`config.mk`:
```
export PLATFORM = sky130hd
export DESIGN_NAME = adunare_cla_pipe
export DESIGN_NICKNAME = d
export VERILOG_FILES = /design/src/rtl/adunare_cla_pipe.sv
export SDC_FILE = /design/constraint.sdc
export NUM_CORES = 1
export LEC_CHECK = 0
export BUFFER_PORTS_ARGS = -buffer_cell sky130_fd_sc_hd__buf_2
export CAP_MARGIN = 20
export CELL_PAD_IN_SITES_DETAIL_PLACEMENT = 0
export CELL_PAD_IN_SITES_GLOBAL_PLACEMENT = 2
export CORE_ASPECT_RATIO = 0.6
export CORE_MARGIN = 3
export CORE_UTILIZATION = 36
export DETAILED_ROUTE_END_ITERATION = 7
export GPL_ROUTABILITY_DRIVEN = 0
export PLACE_DENSITY_LB_ADDON = 0.1
export SLEW_MARGIN = 30
export SYNTH_ARGS = -nofsm -noshare
export SYNTH_HDL_FRONTEND = slang
export SYNTH_SLANG_ARGS = --single-unit
```
`constraint.sdc`:
```
create_clock -name clk -period 3.3 [get_ports clk]
set_clock_uncertainty 0.05 [all_clocks]
set_input_delay 0.165 -clock clk [delete_from_list [all_inputs] [get_ports clk]]
set_output_delay 0.165 -clock clk [all_outputs]
set_load 0.005 [all_outputs]
```
`src/rtl/adunare_cla_pipe.sv`:
```
// Pipelined carry-lookahead adder/subtractor. Each 4-bit group resolves in its own stage
// from the registered carry of the group below; the whole pipeline stalls as one.
module adunare_cla_pipe #(
  parameter int WIDTH = 16
) (
  input  logic             clk,
  input  logic             rst,
  input  logic             in_valid,
  output logic             in_ready,
  input  logic [WIDTH-1:0] x,
  input  logic [WIDTH-1:0] y,
  input  logic             cin,
  input  logic             sub,
  output logic             out_valid,
  input  logic             out_ready,
  output logic [WIDTH-1:0] sum,
  output logic             cout,
  output logic             ovf
);

  localparam int STAGES = WIDTH / 4;

  // Returns {c4, c3, s[3:0]}; every carry is a flat sum of products, no ripple.
  function automatic logic [5:0] cla4(input logic [3:0] a, input logic [3:0] b, input logic c0);
    logic [3:0] g;
    logic [3:0] p;
    logic [4:0] c;
    g    = a & b;
    p    = a ^ b;
    c[0] = c0;
    c[1] = g[0] | (p[0] & c0);
    c[2] = g[1] | (p[1] & g[0]) | (p[1] & p[0] & c0);
    c[3] = g[2] | (p[2] & g[1]) | (p[2] & p[1] & g[0]) | (p[2] & p[1] & p[0] & c0);
    c[4] = g[3] | (p[3] & g[2]) | (p[3] & p[2] & g[1]) | (p[3] & p[2] & p[1] & g[0])
         | (p[3] & p[2] & p[1] & p[0] & c0);
    return {c[4], c[3], p ^ c[3:0]};
  endfunction

  // Sum bits enter at the top and shift down one group per stage, so they deskew themselves.
  function automatic logic [WIDTH-1:0] place(input logic [WIDTH-1:0] prev, input logic [3:0] sg);
    logic [WIDTH-1:0] t;
    t = prev >> 3'd4;
    t[WIDTH-1 -: 4] = sg;
    return t;
  endfunction

  logic [WIDTH-1:0]  opx_q [STAGES];
  logic [WIDTH-1:0]  opx_d [STAGES];
  logic [WIDTH-1:0]  opy_q [STAGES];
  logic [WIDTH-1:0]  opy_d [STAGES];
  logic [WIDTH-1:0]  s_q   [STAGES];
  logic [WIDTH-1:0]  s_d   [STAGES];
  logic [STAGES-1:0] c_q, c_d;
  logic [STAGES-1:0] v_q, v_d;
  logic              ovf_q, ovf_d;
  logic [WIDTH-1:0]  yy;
  logic              c0;
  logic [5:0]        grp;
  logic              stall;

  assign stall     = v_q[STAGES-1] & ~out_ready;
  assign in_ready  = ~stall;
  assign out_valid = v_q[STAGES-1];
  assign sum       = s_q[STAGES-1];
  assign cout      = c_q[STAGES-1];
  assign ovf       = ovf_q;

  // Stage k works on the low group of its operand registers, which are shifted down by one group per stage.
  always_comb begin
    yy       = sub ? ~y : y;
    c0       = sub ? ~cin : cin;
    grp      = cla4(x[3:0], yy[3:0], c0);
    opx_d[0] = x >> 3'd4;
    opy_d[0] = yy >> 3'd4;
    s_d[0]   = place({WIDTH{1'b0}}, grp[3:0]);
    c_d      = {STAGES{1'b0}};
    v_d      = {STAGES{1'b0}};
    c_d[0]   = grp[5];
    v_d[0]   = in_valid & in_ready;
    ovf_d    = grp[4] ^ grp[5];
    for (int k = 1; k < STAGES; k++) begin
      grp      = cla4(opx_q[k-1][3:0], opy_q[k-1][3:0], c_q[k-1]);
      opx_d[k] = opx_q[k-1] >> 3'd4;
      opy_d[k] = opy_q[k-1] >> 3'd4;
      s_d[k]   = place(s_q[k-1], grp[3:0]);
      c_d[k]   = grp[5];
      v_d[k]   = v_q[k-1];
      ovf_d    = grp[4] ^ grp[5];
    end
  end

  // Pipeline registers: synchronous reset, otherwise advance as a whole unless stalled.
  always_ff @(posedge clk) begin
    if (rst) begin
      v_q   <= {STAGES{1'b0}};
      c_q   <= {STAGES{1'b0}};
      ovf_q <= 1'b0;
      for (int k = 0; k < STAGES; k++) begin
        opx_q[k] <= {WIDTH{1'b0}};
        opy_q[k] <= {WIDTH{1'b0}};
        s_q[k]   <= {WIDTH{1'b0}};
      end
    end else if (!stall) begin
      v_q   <= v_d;
      c_q   <= c_d;
      ovf_q <= ovf_d;
      for (int k = 0; k < STAGES; k++) begin
        opx_q[k] <= opx_d[k];
        opy_q[k] <= opy_d[k];
        s_q[k]   <= s_d[k];
      end
    end
  end

endmodule

```
* Yosys cells after proc, flatten, opt, wreduce, memory -nomap -nowiden
Memory sizes are Yosys's and may differ from the RTL's. Index checks and enable logic that the tools add are counted.
Storage, ports and cells: register bits 9, bits in writable memories 160, input bits 38, output and inout bits 20, word-level logic and storage cells 160, memories kept 3
Memory list:
- s_q | depth 4, width 16, read ports 4, clocked after memory_dff 0, write ports 4, RTL line 51 | logic [WIDTH-1:0] s_q [STAGES];
- opx_q | depth 4, width 12, read ports 3, clocked after memory_dff 0, write ports 4, RTL line 47 | logic [WIDTH-1:0] opx_q [STAGES];
- opy_q | depth 4, width 12, read ports 3, clocked after memory_dff 0, write ports 4, RTL line 49 | logic [WIDTH-1:0] opy_q [STAGES];
Operators by class: mux-type cells 19, bitwise logic cells 135
Operators with widths (count):
- $mux W12 | 8
- $mux W16 | 5
- $and A1 B1 Y1 | 66
- $or A1 B1 Y1 | 52
- $xor A4 B4 Y4 | 8
- $and A4 B4 Y4 | 4
- $not A16 Y16 | 1
- $mux W1 | 6
- $not A1 Y1 | 3
- $xor A1 B1 Y1 | 1

* Logic depth before layout (Yosys ltp)
depth in word-level cells 9, mapped depth 8, depth with buffers taken out 6

* Worst setup path before layout
OpenSTA, ideal clock, no wires.
path type input to register, from input rst, to memory opx_q[0][0] in the netlist's numbering (enable), library setup time 461 ps, arrival 2587 ps, data required time 2789 ps, setup slack 202 ps, stages 2, buffers on the path 1, cell sequence clkbuf_1 nand2b_1
RTL lines:
- start: declaration | RTL line 7 | input logic rst,
- end: declaration | RTL line 47

==> metrics <==
status finished clean; post-synthesis compound-gate area fraction between 4 and 5%; total die area about 14000 sq um; top area cells in the synthesized netlist edfxtp_1 60%, and2_1 8.8%, ha_1 5.1%, dfxtp_1 4.1%, xnor2_1 3.6%; worst-path cell with the longest stage delay buf_4; number of antenna violations at the first check in global routing 0; initial core utilization between 30 and 40%; detailed placer's ending HPWL between 4000 and 5000 um; post-synthesis cell count between 300 and 400; post-detailed-route wirelength per cell about 13 um; Synth area leader edfxtp_1; R2R Path End opy_q[0][4]; number of sinks driven by the clock tree 97; dominant synthesized flop cell edfxtp_1; r2r worst-path depth 3; post-synthesis instance area between 4000 and 5000 sq um; minimum hold slack 0.0295 ns; Finish-stage setup viols 0; layout-stage area growth over the synthesis result 15.0%; 1st-pass router iterations 4; Buf/Inv on CP 1; number of H-tree levels 3; clock slew at reported path FFs ~0.070 ns; Final TNS setup 0 ns; largest fanout of any net on the critical path 53; setup slack, reg-to-reg 1.33 ns; Data arrival, critical path between 1.5 and 2 ns; clock period minus final worst setup slack between 1.5 and 2 ns; most common library cells after synthesis 88 x edfxtp_1, 62 x and2_1, 31 x nor2_1; setup repair after global routing missed its margin no; global-route wire length before repair 11600 um; most frequently used cell type in the post-synthesis netlist edfxtp_1; number of max-cap violations 0; via count of the first global-routing pass approximately 2200; die boundary height ~91 um; filler cell count 1116; critical path cell sequence nor2b_4, nand2b_4, buf_4; launching element type of the critical path flop; final-report hold violation count 0; number of input and output port buffers inserted 57; register area 2820 sq um; first element of the critical path v_q[3]; share of async-settable or async-resettable flops after synthesis 0%; Synth cell types 33; drt drc 0; antenna-violating nets left 0; area fraction of the dominant cell type after synthesis 60.3%; ratio of routed vias to standard cells about 4.2; biggest cell delay along the critical path between 0.6 and 0.7 ns; number of enable flip-flop cells after synthesis between 80 and 90; simple-gate area share of the yosys netlist roughly 14%; via count approximately 2300; cell type group with the largest total delay on the critical path buffers and inverters; ratio of cells with drive above 1 in the final layout roughly 23%; area of the multi-input gates around 1400 sq um; total of flip-flops plus latches after synthesis between 90 and 100; setup repair bufs after CTS 0; headroom to the max-slew limit a little over 50%; kind of end point of the critical path flop; type of the most critical hold path in -> reg; GRT Overall Usage 11.2%; Post-CTS Hold Buffers 0; worst flop-to-flop path startpoint v_q[3]; Total Wirelength approximately 7100 um; count of pins on the block boundary 58; initial detailed-routing violation count 116; post-synthesis xor/xnor area fraction a little over 5%; Yosys warning count 0; sequential share of the synthesized area around 64%; pin slew with the least headroom to its limit approximately 0.73 ns; power per cell area approximately 530 nW/um^2; clock network latency to the later pin of the worst-skew pair approximately 0.34 ns; Mean Syn Cell Area ~14 sq um; clock tree from TritonCTS done; diode count 0; main combinational cell family by area after synthesis simple AND/OR/NAND/NOR gates; portion of netlist area occupied by mux cells less than 1%; final critical-path share of the clock period between 50 and 60%; maximum VDD drop 0.209 mV; Core Rows 30; data required time at the worst endpoint 3.23 ns; GR Overflow Total 0; WS Path Type reg -> reg; highest achievable clock rate approximately 500 MHz; width of the chip about 150 um; count of final max-slew check failures 0; post-layout net count about 430; Adder-Cell Fraction of Synth Area roughly 7.0%; CP endpoint opy_q[0][4]; Inserted Clock Buffers 9; core footprint around 12000 sq um; deepest clock path buffer count 2; post-cts repair resize count 0; Post-Syn Nets between 300 and 400; pin count of the biggest net entering global routing between 50 and 60; leak pwr 0.00217 uW; WP depth 3; Clock Tree Root clkbuf_16
==> worst min-delay path: stages <==
cell and delay (ns):
buf_2 0.09, nand2_1 0.05, a21oi_1 0.06
==> report_power, final <==
part           total (uW)  internal (uW)  switching (uW)  leakage (uW)
clock                 972            517             455      0.000132
combinational         232            113             120      0.000917
sequential           1450           1430            23.7       0.00112
==> cell families after synthesis <==
| family | Yosys count |
|---|---|
| compound gates | 29 |
| buf+inv | 21 |
| mux | 4 |
| flops | 97 |
| simple gates | 114 |
| fa+ha+maj | 22 |
| xor+xnor | 25 |
==> cells in the final DEF (no fill, tap or decap), types with 5 or more instances in the layout <==
cell        n
o21ai_0     6
edfxtp_1   88
nand2_1     9
nor2_1     31
dfxtp_1     9
xnor2_1    18
a21oi_1     5
ha_1       18
a211oi_1    7
xor2_1      6
buf_2      57
clkbuf_16   9
inv_1       6
and2_1     62
==> per-stage QoR <==
step	util [%]	cell area [sq um]	setup slack (ns)	power, uW	std cells
finish	43.5	5040	1.33	2660	534
detailed placement	41.1	4760	1.25	1720	518
global placement	41.1	4760	1.27	1720	518
CTS	43.5	5040	1.29	2690	534
global route	43.5	5040	1.18	2770	534
floorplan	-	4390	0.202	1650	312
==> registers in the layout, summed over array words and instances (netlist names) <==
| name | cells |
|---|---|
| s_q | 40 |
| opx_q | 24 |
| opy_q | 24 |
| c_q | 4 |
| v_q | 4 |
| ovf | 1 |
==> worst min-delay path by stage <==
stage / cells after the start / start / to / slack, ns
2_1_floorplan: 2 / in_valid / v_q[0] / 0.26
3_3_place_gp: 3 / in_valid / v_q[0] / 0.37
3_5_place_dp: 3 / in_valid / v_q[0] / 0.37
4_1_cts: 3 / in_valid / v_q[0] / 0.02
5_1_grt: 2 / x[14] / opx_q[0][10] / 0.05
6_report: 3 / in_valid / v_q[0] / 0.03
==> layer usage <==
metal  GRT usage, %  wire [um]  vias up
met1           18.0       4030     1003
met3           4.14        494        7
met2           13.2       2500       59
li1               -          -     1198
met5              0          0        -
met4           3.69         81        0
==> area by class of cell <==
cell class                      instances  share of cell area [%]
Clock buffer                            9                    4.47
Clock inverter                          7                    1.09
Inverter                                7                   0.670
Sequential cell                        97                    56.0
Tap cell                              160                    3.97
Multi-Input combinational cell        194                    27.7
Timing Repair Buffer                   60                    6.10
No activity file was read; power rests on OpenSTA's default activity.
